**src/rtl/framebuffer_writer.sv**
```systemverilog
// framebuffer_writer
// Buffers 4-bit gray pixels from the iteration core and hands them to the
// RP2040 framebuffer one nibble at a time over a toggle/ack handshake.
// Optional feature: define FB_WRITER_TIMEOUT_EN to enable the ack timeout,
// which sets a sticky error_out and abandons the frame when the RP2040 stops
// answering. Without the macro WAIT_ACK waits forever and error_out is 0.

module framebuffer_writer #(
    parameter int PIXEL_COUNT    = 76800,
    parameter int FIFO_DEPTH     = 4,
    parameter int PTR_RST_CYCLES = 4,
    parameter int TIMEOUT_CYCLES = 1024
) (
    input  logic       clk,
    input  logic       rst_n,
    input  logic       start_in,
    input  logic [3:0] pixel_in,
    input  logic       pixel_valid_in,
    output logic       pixel_ready_out,
    output logic [3:0] write_data_out,
    output logic       write_toggle_out,
    input  logic       write_ack_in,
    output logic       reset_write_ptr_out,
    output logic       busy_out,
    output logic       frame_done_out,
    output logic       error_out
);

    // Widths: counters must hold PIXEL_COUNT itself, pointers index the FIFO
    localparam int CNT_W = $clog2(PIXEL_COUNT + 1);
    localparam int PTR_W = (FIFO_DEPTH > 1) ? $clog2(FIFO_DEPTH) : 1;
    localparam int OCC_W = $clog2(FIFO_DEPTH + 1);
    localparam int PRC_W = (PTR_RST_CYCLES > 1) ? $clog2(PTR_RST_CYCLES) : 1;

    localparam logic [CNT_W-1:0] PIX_TOTAL = CNT_W'(PIXEL_COUNT);
    localparam logic [PTR_W-1:0] PTR_LAST  = PTR_W'(FIFO_DEPTH - 1);
    localparam logic [OCC_W-1:0] OCC_FULL  = OCC_W'(FIFO_DEPTH);
    localparam logic [PRC_W-1:0] PRC_LAST  = PRC_W'(PTR_RST_CYCLES - 1);

`ifdef FB_WRITER_TIMEOUT_EN
    localparam int TO_W = (TIMEOUT_CYCLES > 1) ? $clog2(TIMEOUT_CYCLES) : 1;
    localparam logic [TO_W-1:0] TO_LAST = TO_W'(TIMEOUT_CYCLES - 1);
`endif

    typedef enum logic [2:0] {
        ST_IDLE,
        ST_PTR_RST,
        ST_LOAD,
        ST_STROBE,
        ST_WAIT_ACK,
        ST_DONE
    } state_t;

    state_t             state_q, state_d;
    logic [3:0]         fifo_mem_q [FIFO_DEPTH];
    logic [3:0]         fifo_mem_d [FIFO_DEPTH];
    logic [PTR_W-1:0]   wr_ptr_q, wr_ptr_d;
    logic [PTR_W-1:0]   rd_ptr_q, rd_ptr_d;
    logic [OCC_W-1:0]   occ_q, occ_d;
    logic [CNT_W-1:0]   accepted_q, accepted_d;
    logic [CNT_W-1:0]   written_q, written_d;
    logic [PRC_W-1:0]   prc_q, prc_d;
    logic               ack_meta_q, ack_meta_d;
    logic               ack_sync_q, ack_sync_d;
    logic [3:0]         write_data_q, write_data_d;
    logic               toggle_q, toggle_d;
    logic               rst_ptr_q, rst_ptr_d;
    logic               frame_done_q, frame_done_d;
`ifdef FB_WRITER_TIMEOUT_EN
    logic               error_q, error_d;
    logic [TO_W-1:0]    timeout_q, timeout_d;
`endif

    logic push;
    logic pop;
    logic flush;
    logic outstanding;

    // Pointer advance with explicit wrap so a depth of one still works
    function automatic logic [PTR_W-1:0] ptr_inc(input logic [PTR_W-1:0] p);
        return (p == PTR_LAST) ? '0 : p + PTR_W'(1);
    endfunction

    assign outstanding = (toggle_q != ack_sync_q);

    assign pixel_ready_out = (state_q != ST_IDLE) && (state_q != ST_DONE) &&
                             (occ_q != OCC_FULL) && (accepted_q < PIX_TOTAL);

    assign push = pixel_valid_in && pixel_ready_out;

    // Next-state, handshake and FIFO bookkeeping for one cycle
    always_comb begin
        state_d      = state_q;
        fifo_mem_d   = fifo_mem_q;
        wr_ptr_d     = wr_ptr_q;
        rd_ptr_d     = rd_ptr_q;
        occ_d        = occ_q;
        accepted_d   = accepted_q;
        written_d    = written_q;
        prc_d        = prc_q;
        ack_meta_d   = write_ack_in;
        ack_sync_d   = ack_meta_q;
        write_data_d = write_data_q;
        toggle_d     = toggle_q;
        rst_ptr_d    = rst_ptr_q;
        frame_done_d = 1'b0;
`ifdef FB_WRITER_TIMEOUT_EN
        error_d      = error_q;
        timeout_d    = timeout_q;
`endif
        pop          = 1'b0;
        flush        = 1'b0;

        case (state_q)
            ST_IDLE: begin
                if (start_in) begin
                    state_d    = ST_PTR_RST;
                    rst_ptr_d  = 1'b1;
                    prc_d      = '0;
                    accepted_d = '0;
                    written_d  = '0;
                    flush      = 1'b1;
`ifdef FB_WRITER_TIMEOUT_EN
                    error_d    = 1'b0;
`endif
                end
            end
            ST_PTR_RST: begin
                if (prc_q == PRC_LAST) begin
                    rst_ptr_d = 1'b0;
                    state_d   = ST_LOAD;
                end else begin
                    prc_d = prc_q + PRC_W'(1);
                end
            end
            ST_LOAD: begin
                if (occ_q != '0) begin
                    write_data_d = fifo_mem_q[rd_ptr_q];
                    pop          = 1'b1;
                    state_d      = ST_STROBE;
                end
            end
            ST_STROBE: begin
                toggle_d  = ~toggle_q;
                written_d = written_q + CNT_W'(1);
                state_d   = ST_WAIT_ACK;
`ifdef FB_WRITER_TIMEOUT_EN
                timeout_d = '0;
`endif
            end
            ST_WAIT_ACK: begin
                if (!outstanding) begin
                    if (written_q == PIX_TOTAL) begin
                        state_d      = ST_DONE;
                        frame_done_d = 1'b1;
                    end else begin
                        state_d = ST_LOAD;
                    end
                end
`ifdef FB_WRITER_TIMEOUT_EN
                else if (timeout_q == TO_LAST) begin
                    error_d = 1'b1;
                    flush   = 1'b1;
                    state_d = ST_IDLE;
                end else begin
                    timeout_d = timeout_q + TO_W'(1);
                end
`endif
            end
            ST_DONE: begin
                state_d = ST_IDLE;
            end
            default: begin
                state_d = ST_IDLE;
            end
        endcase

        if (flush) begin
            wr_ptr_d = '0;
            rd_ptr_d = '0;
            occ_d    = '0;
        end else begin
            if (push) begin
                fifo_mem_d[wr_ptr_q] = pixel_in;
                wr_ptr_d             = ptr_inc(wr_ptr_q);
                accepted_d           = accepted_q + CNT_W'(1);
            end
            if (pop) begin
                rd_ptr_d = ptr_inc(rd_ptr_q);
            end
            case ({push, pop})
                2'b10:   occ_d = occ_q + OCC_W'(1);
                2'b01:   occ_d = occ_q - OCC_W'(1);
                default: occ_d = occ_q;
            endcase
        end
    end

    // All state lives here; reset drops everything, including the toggle level
    always_ff @(posedge clk or negedge rst_n) begin
        if (!rst_n) begin
            state_q      <= ST_IDLE;
            fifo_mem_q   <= '{default: '0};
            wr_ptr_q     <= '0;
            rd_ptr_q     <= '0;
            occ_q        <= '0;
            accepted_q   <= '0;
            written_q    <= '0;
            prc_q        <= '0;
            ack_meta_q   <= 1'b0;
            ack_sync_q   <= 1'b0;
            write_data_q <= '0;
            toggle_q     <= 1'b0;
            rst_ptr_q    <= 1'b0;
            frame_done_q <= 1'b0;
`ifdef FB_WRITER_TIMEOUT_EN
            error_q      <= 1'b0;
            timeout_q    <= '0;
`endif
        end else begin
            state_q      <= state_d;
            fifo_mem_q   <= fifo_mem_d;
            wr_ptr_q     <= wr_ptr_d;
            rd_ptr_q     <= rd_ptr_d;
            occ_q        <= occ_d;
            accepted_q   <= accepted_d;
            written_q    <= written_d;
            prc_q        <= prc_d;
            ack_meta_q   <= ack_meta_d;
            ack_sync_q   <= ack_sync_d;
            write_data_q <= write_data_d;
            toggle_q     <= toggle_d;
            rst_ptr_q    <= rst_ptr_d;
            frame_done_q <= frame_done_d;
`ifdef FB_WRITER_TIMEOUT_EN
            error_q      <= error_d;
            timeout_q    <= timeout_d;
`endif
        end
    end

    assign write_data_out      = write_data_q;
    assign write_toggle_out    = toggle_q;
    assign reset_write_ptr_out = rst_ptr_q;
    assign busy_out            = (state_q != ST_IDLE);
    assign frame_done_out      = frame_done_q;
`ifdef FB_WRITER_TIMEOUT_EN
    assign error_out           = error_q;
`else
    assign error_out           = 1'b0;
`endif

endmodule

```
**config.mk**
```make
export PLATFORM = sky130hd
export DESIGN_NAME = framebuffer_writer
export DESIGN_NICKNAME = d
export VERILOG_FILES = /design/src/rtl/framebuffer_writer.sv
export SDC_FILE = /design/constraint.sdc
export NUM_CORES = 1
export LEC_CHECK = 0
export CORE_MARGIN = 1
export CORE_UTILIZATION = 56
export CTS_BUF_LIST = sky130_fd_sc_hd__clkbuf_8
export CTS_CLUSTER_SIZE = 12
export DETAILED_ROUTE_END_ITERATION = 8
export GPL_TIMING_DRIVEN = 1
export PLACE_DENSITY = 0.75
export SYNTH_ARGS = -nofsm -noshare
export SYNTH_HDL_FRONTEND = slang
export SYNTH_SLANG_ARGS = --single-unit
export TNS_END_PERCENT = 20
```
**constraint.sdc**
```tcl
create_clock -name clk -period 2.2 [get_ports clk]
set_input_delay 0.44 -clock clk [delete_from_list [all_inputs] [get_ports clk]]
set_output_delay 0.44 -clock clk [all_outputs]
set_load 0.005 [all_outputs]
```
Word level (Yosys, flattened, before mapping):

Index checks and enable logic that the tools add are counted.

* register bits: 71
* bits in latches: 0
* memory bits (writable): 0
* bits in read-only memories: 0
* output and inout port bits: 10
* memories kept: 0

* $add $sub $neg: 7
* $mul: 0
* divide/modulo/power cells: 0
* $lt $le $gt $ge: 4
* equality and inequality tests: 18
* shift-type cells: 0
* mux-type cells: 39
* bitwise operators: 4
* reduce and logical (&&, ||, !) cells: 19

Operator list (count)
* 17-bit 2-to-1 mux: 5
* 17-bit by 1-bit adder with 17-bit output (second input constant): 2
* 17-bit one-hot mux with 2 select lines: 1
* 3-bit 2-to-1 mux: 6
* 17-bit == test (second input constant): 1
* 17-bit < comparator (second input constant): 1
* 16-bit bitwise mux: 1
* 2-bit 2-to-1 mux: 8
* 3-bit one-hot mux with 5 select lines: 1
* 4-bit 2-to-1 mux: 3
* 2-bit inequality test (second input constant): 5
* 1-bit 2-to-1 mux: 9
* 3-bit nonzero test: 3
* 4-bit binary-select mux with 2-bit select: 1
* 4-bit demux with 2-bit select: 1
* 2-bit == test (second input constant): 4
* 2-bit nonzero test: 4
* 2-bit by 1-bit adder with 2-bit output (second input constant): 3
* 3-bit by 2-bit == test with 1-bit output (second input constant): 2
* 3-bit greater-or-equal comparator (second input constant): 2
* 3-bit inequality test (second input constant): 2
* 2-bit inverter with 3-bit output: 2
* 3-bit one-hot mux with 2 select lines: 1
* 2-bit AND reduction: 3
* other kinds (14): 20

Longest topological paths before layout:

* depth in word-level cells: 8
* depth in mapped cells: 9

Least setup slack after synthesis:

OpenSTA, ideal clock, no wires.

* path type: register to register
* from: register state_q[2]
* to: register occ_q[2]
* setup time: 0.124 ns
* data arrival time: 1.956 ns
* setup slack: 0.121 ns
* stages on the path, launching flop included: 10
* clock period less this slack: 2.079 ns
* path through: dfrtp_1 > buf_4 > or3b_4 > nor2_4 > o21ai_2 > inv_1 > fa_1 > o21ai_0 > o32a_1 > mux2i_1

* cells in the longest elaborated chain, start to end: 8
* elaborated cells on any way between the ends: 15
* classes of those cells: eq/ne (4); mux (4); reduce/logical (7)

RTL lines
* from (decl): line 54 `state_t state_q, state_d;`
* from (signal assigned): line 221 `state_q <= state_d;`
* 3-bit inequality test / 3-bit nonzero test (equally long branches): line 86 `assign pixel_ready_out = (state_q != ST_IDLE) && (state_q != ST_DONE) &&`
* 1-bit logical AND (2 in series): line 86
* 1-bit logical AND: line 87 `(occ_q != OCC_FULL) && (accepted_q < PIX_TOTAL);`
* 1-bit logical AND: line 89 `assign push = pixel_valid_in && pixel_ready_out;`
* 2-bit by 1-bit == test with 1-bit output / 2-bit == test (equally long branches): line 191 `case ({push, pop})`
* 3-bit one-hot mux with 2 select lines: line 191
* 3-bit 2-to-1 mux: line 178 `if (flush) begin`
* to (signal assigned): line 206 `occ_q <= '0;`
* to (signal assigned): line 225 `occ_q <= occ_d;`
* to (decl): line 59 `logic [OCC_W-1:0] occ_q, occ_d;`

Parallel ways exist; a longest one is shown, timed or not.
A chain may end at the register's enable or synchronous reset.

Final worst setup path:

* from: register accepted_q[10]
* to: register occ_q[2]

* cells in the longest elaborated chain, start to end: 6
* elaborated cells on any way between the ends: 8
* classes of those cells: order compare (1); eq/ne (2); mux (2); reduce/logical (3)

RTL lines
* from (decl): line 60 `logic [CNT_W-1:0] accepted_q, accepted_d;`
* from (signal assigned): line 226 `accepted_q <= accepted_d;`
* 17-bit < comparator *: line 87
* 1-bit logical AND *: line 87
* 1-bit logical AND *: line 89
* 2-bit by 1-bit == test with 1-bit output / 2-bit == test (equally long branches): line 191
* 3-bit one-hot mux with 2 select lines: line 191
* 3-bit 2-to-1 mux: line 178

Every way passes the cells marked *; elsewhere a longest branch is shown, timed or not.

==> reports/metrics.cfg <==
[placement]
place_congestion=0.789
dp_hpwl_um=4920
io_buffers=17
place_ws_ps=60.2
dpl-instance-area_um2=3990
dp.cells=434

[route]
drc=0
wl_per_cell_um=15.9
avgViaCountPerCell=5.81
vias=2655
drtIter0Drc=107
drt-total-wl_um=7260
route.antenna.remaining_nets=0
drt-pass1-iter-count=4

[worst_setup_path]
crit_path_end_kind=flop
cp_slowest_cell=dfrtp_1
crit_path_cell_trace=a21oi_2, o211ai_4, buf_4, o21ai_2, inv_1, fa_1, o21ai_0, o32a_1, mux2i_1
critPathKind=reg2reg
cp_max_fo=6
cp.required_ps=2480
cp.arrival_ps=2350
cp_slowest_stage_delay_ps=450
cp-start-kind=flop

[yosys]
yosysSeqAreaShare_pct=48.5
avgSynthCellArea_um2=10.9
synthTopCellsByArea=dfrtp_1 (48%), mux2_2 (4.0%), xnor2_1 (3.3%), mux2_4 (3.3%), ha_1 (3.1%)
synth_nets=356
yosysTopAreaCell=dfrtp_1
synth.distinct_cells=55
yosysWarnings=0
syn_inst=337
synthArstFlopShare_pct=100
synth_edf_count=0
ys_seq_elements=71
synth_flop_cell=dfrtp_1
netlist_area_um2=3670
synth_top_cell_area_share_pct=48.5

[sta]
fin_crit_sh_pct=94.1
hold_viol_final=0
setup_tns_ps=0
fin_worst_skew_ps=8.07
final_max_slew_viol_count=0
fin_ws_ps=129
finalWorstPathRequiredPeriod_ps=2070
rsz0062_at_grt=false
fmax_mhz=483
finalSetupViolCount=0

[clock_tree]
clockBufferDepth=2
h-tree-depth=3
clock_latency_ps=350
cts.clk_slew.worst_paths_ps=80
cts-root-buf=clkbuf_8
numCtsBuffers=9
cts_tree=built
cts.sinks=71

[floorplanning]
die_x_um=82.9
die-area_um2=6870
die_h_um=82.9
pin_count=19
initial_core_util_pct=57.7
core_area_um2=6350
num_rows=29

[final_layout]
nets=394
regArea_um2=1780
finalNonFillerCells=457
final_area_um2=4310
diodes=0
nFillCells=472
mostFrequentLayoutCells=dfrtp_1 (70), nand2_1 (28), nor2_1 (28), buf_4 (22)
area_growth_pct=17.6
multi_input_area_um2=1790
layout_commonest_cell=dfrtp_1
drive_above_1_share_pct=23.2

[power]
power_density_nw_per_um2=1240
p_leak_nw=1.89
peakVddDrop_uv=1080

[global_routing]
antenna_found_initial=0
grt_pass1_vias=2577
track_usage_pct=22.5
grt_pass1_wl_um=12300
overflow=0
grt_max_degree=72

[run_status]
status=finished, final reports clean

[min_path]
holdCritPathClass=in2async

[job]
max_cap_viol_count=0

==> critical path, delay by kind of cell, from the launching register on <==
family,cells,cell delay (ps)
AO/OA/AOI/OAI,5,770
flip-flops,1,450
adder cells (fa/ha/maj),1,370
buffers and inverters,2,240
multiplexers,1,170
==> sequential cells by signal, summed over array words and instances, names as in the netlist <==
| name | flops |
|---|---|
| accepted_q | 17 |
| written_q | 17 |
| fifo_mem_q | 16 |
| write_data_out | 4 |
| occ_q | 3 |
| state_q | 3 |
| prc_q | 2 |
| rd_ptr_q | 2 |
| wr_ptr_q | 2 |
| ack_meta_q | 1 |
| ack_sync_q | 1 |
| frame_done_out | 1 |
| reset_write_ptr_out | 1 |
| write_toggle_out | 1 |
==> kinds of logic after synthesis <==
family	Yosys count	synth area share, %
flops	71	48.5
buf+inv	27	3.38
compound gates	57	10.5
mux	32	11.6
other cells	1	0.102
fa+ha+maj	10	3.62
simple gates	122	18.0
xor+xnor	17	4.27
==> routing by layer <==
| metal | vias up | global-route usage (%) | part of all wire (%) |
|---|---|---|---|
| met5 | - | 0 | 0 |
| met4 | 0 | 6.11 | 1.0 |
| met3 | 5 | 5.17 | 3.2 |
| met2 | 44 | 35.3 | 47 |
| met1 | 1322 | 31.6 | 49 |
| li1 | 1284 | - | - |
==> power breakdown <==
part           switching, mW  total, mW  internal (mW)
registers              0.299       1.96           1.66
logic                  0.986       2.10           1.12
clock network          0.489       1.27          0.780
==> final cells by class <==
| cell class | count | share of cell area [%] |
|---|---|---|
| clock buffers | 10 | 3.19 |
| multi-input cells | 239 | 41.4 |
| repair buffers | 40 | 8.19 |
| clock inverters | 6 | 2.50 |
| inverters | 14 | 1.22 |
| flip-flops and latches | 71 | 41.2 |
| well taps | 77 | 2.24 |
==> stage by stage <==
step	total power [mW]	hold slack (ps)	util, %
final	5.34	107	67.9
after global routing	5.66	128	67.9
after CTS	5.32	118	67.4
after detailed placement	3.97	346	62.8
after global placement	3.88	344	62.8
after floorplan	3.31	144	-
==> synth_stat cells, types with 6 or more instances <==
cell / instances
xnor2_1: 14
mux2i_1: 7
o21ai_0: 19
nand3_1: 19
nor3_1: 12
inv_1: 14
dfrtp_1: 71
nand2_1: 28
mux2_2: 13
ha_1: 9
buf_2: 6
a21oi_1: 9
nor2_1: 28
nor4_2: 6
mux2_4: 8
o31ai_1: 6
==> path summary, 6_finish.rpt <==
kind                           startpoint                end  slack, ps  cells after the start
min in group clk               ack_meta_q         ack_sync_q        360                      0
setup reg to reg           accepted_q[10]           occ_q[2]        130                      9
hold reg to reg                ack_meta_q         ack_sync_q        360                      0
max in group asynchronous           rst_n         state_q[2]       1780                      2
hold / removal                      rst_n  write_data_out[2]        110                      2
setup / recovery           accepted_q[10]           occ_q[2]        130                      9
==> timing repair <==
item / CTS / global route
hold buffers: 0 / 0
setup buffers: 4 / 3
cloned: 0 / 0
pin swaps: 0 / 1
gates resized for setup: 4 / 2
endpoints found under the hold margin: 0 / 0
endpoints found under the setup margin: 1 / 2
Power figures use the tool's default switching activity.
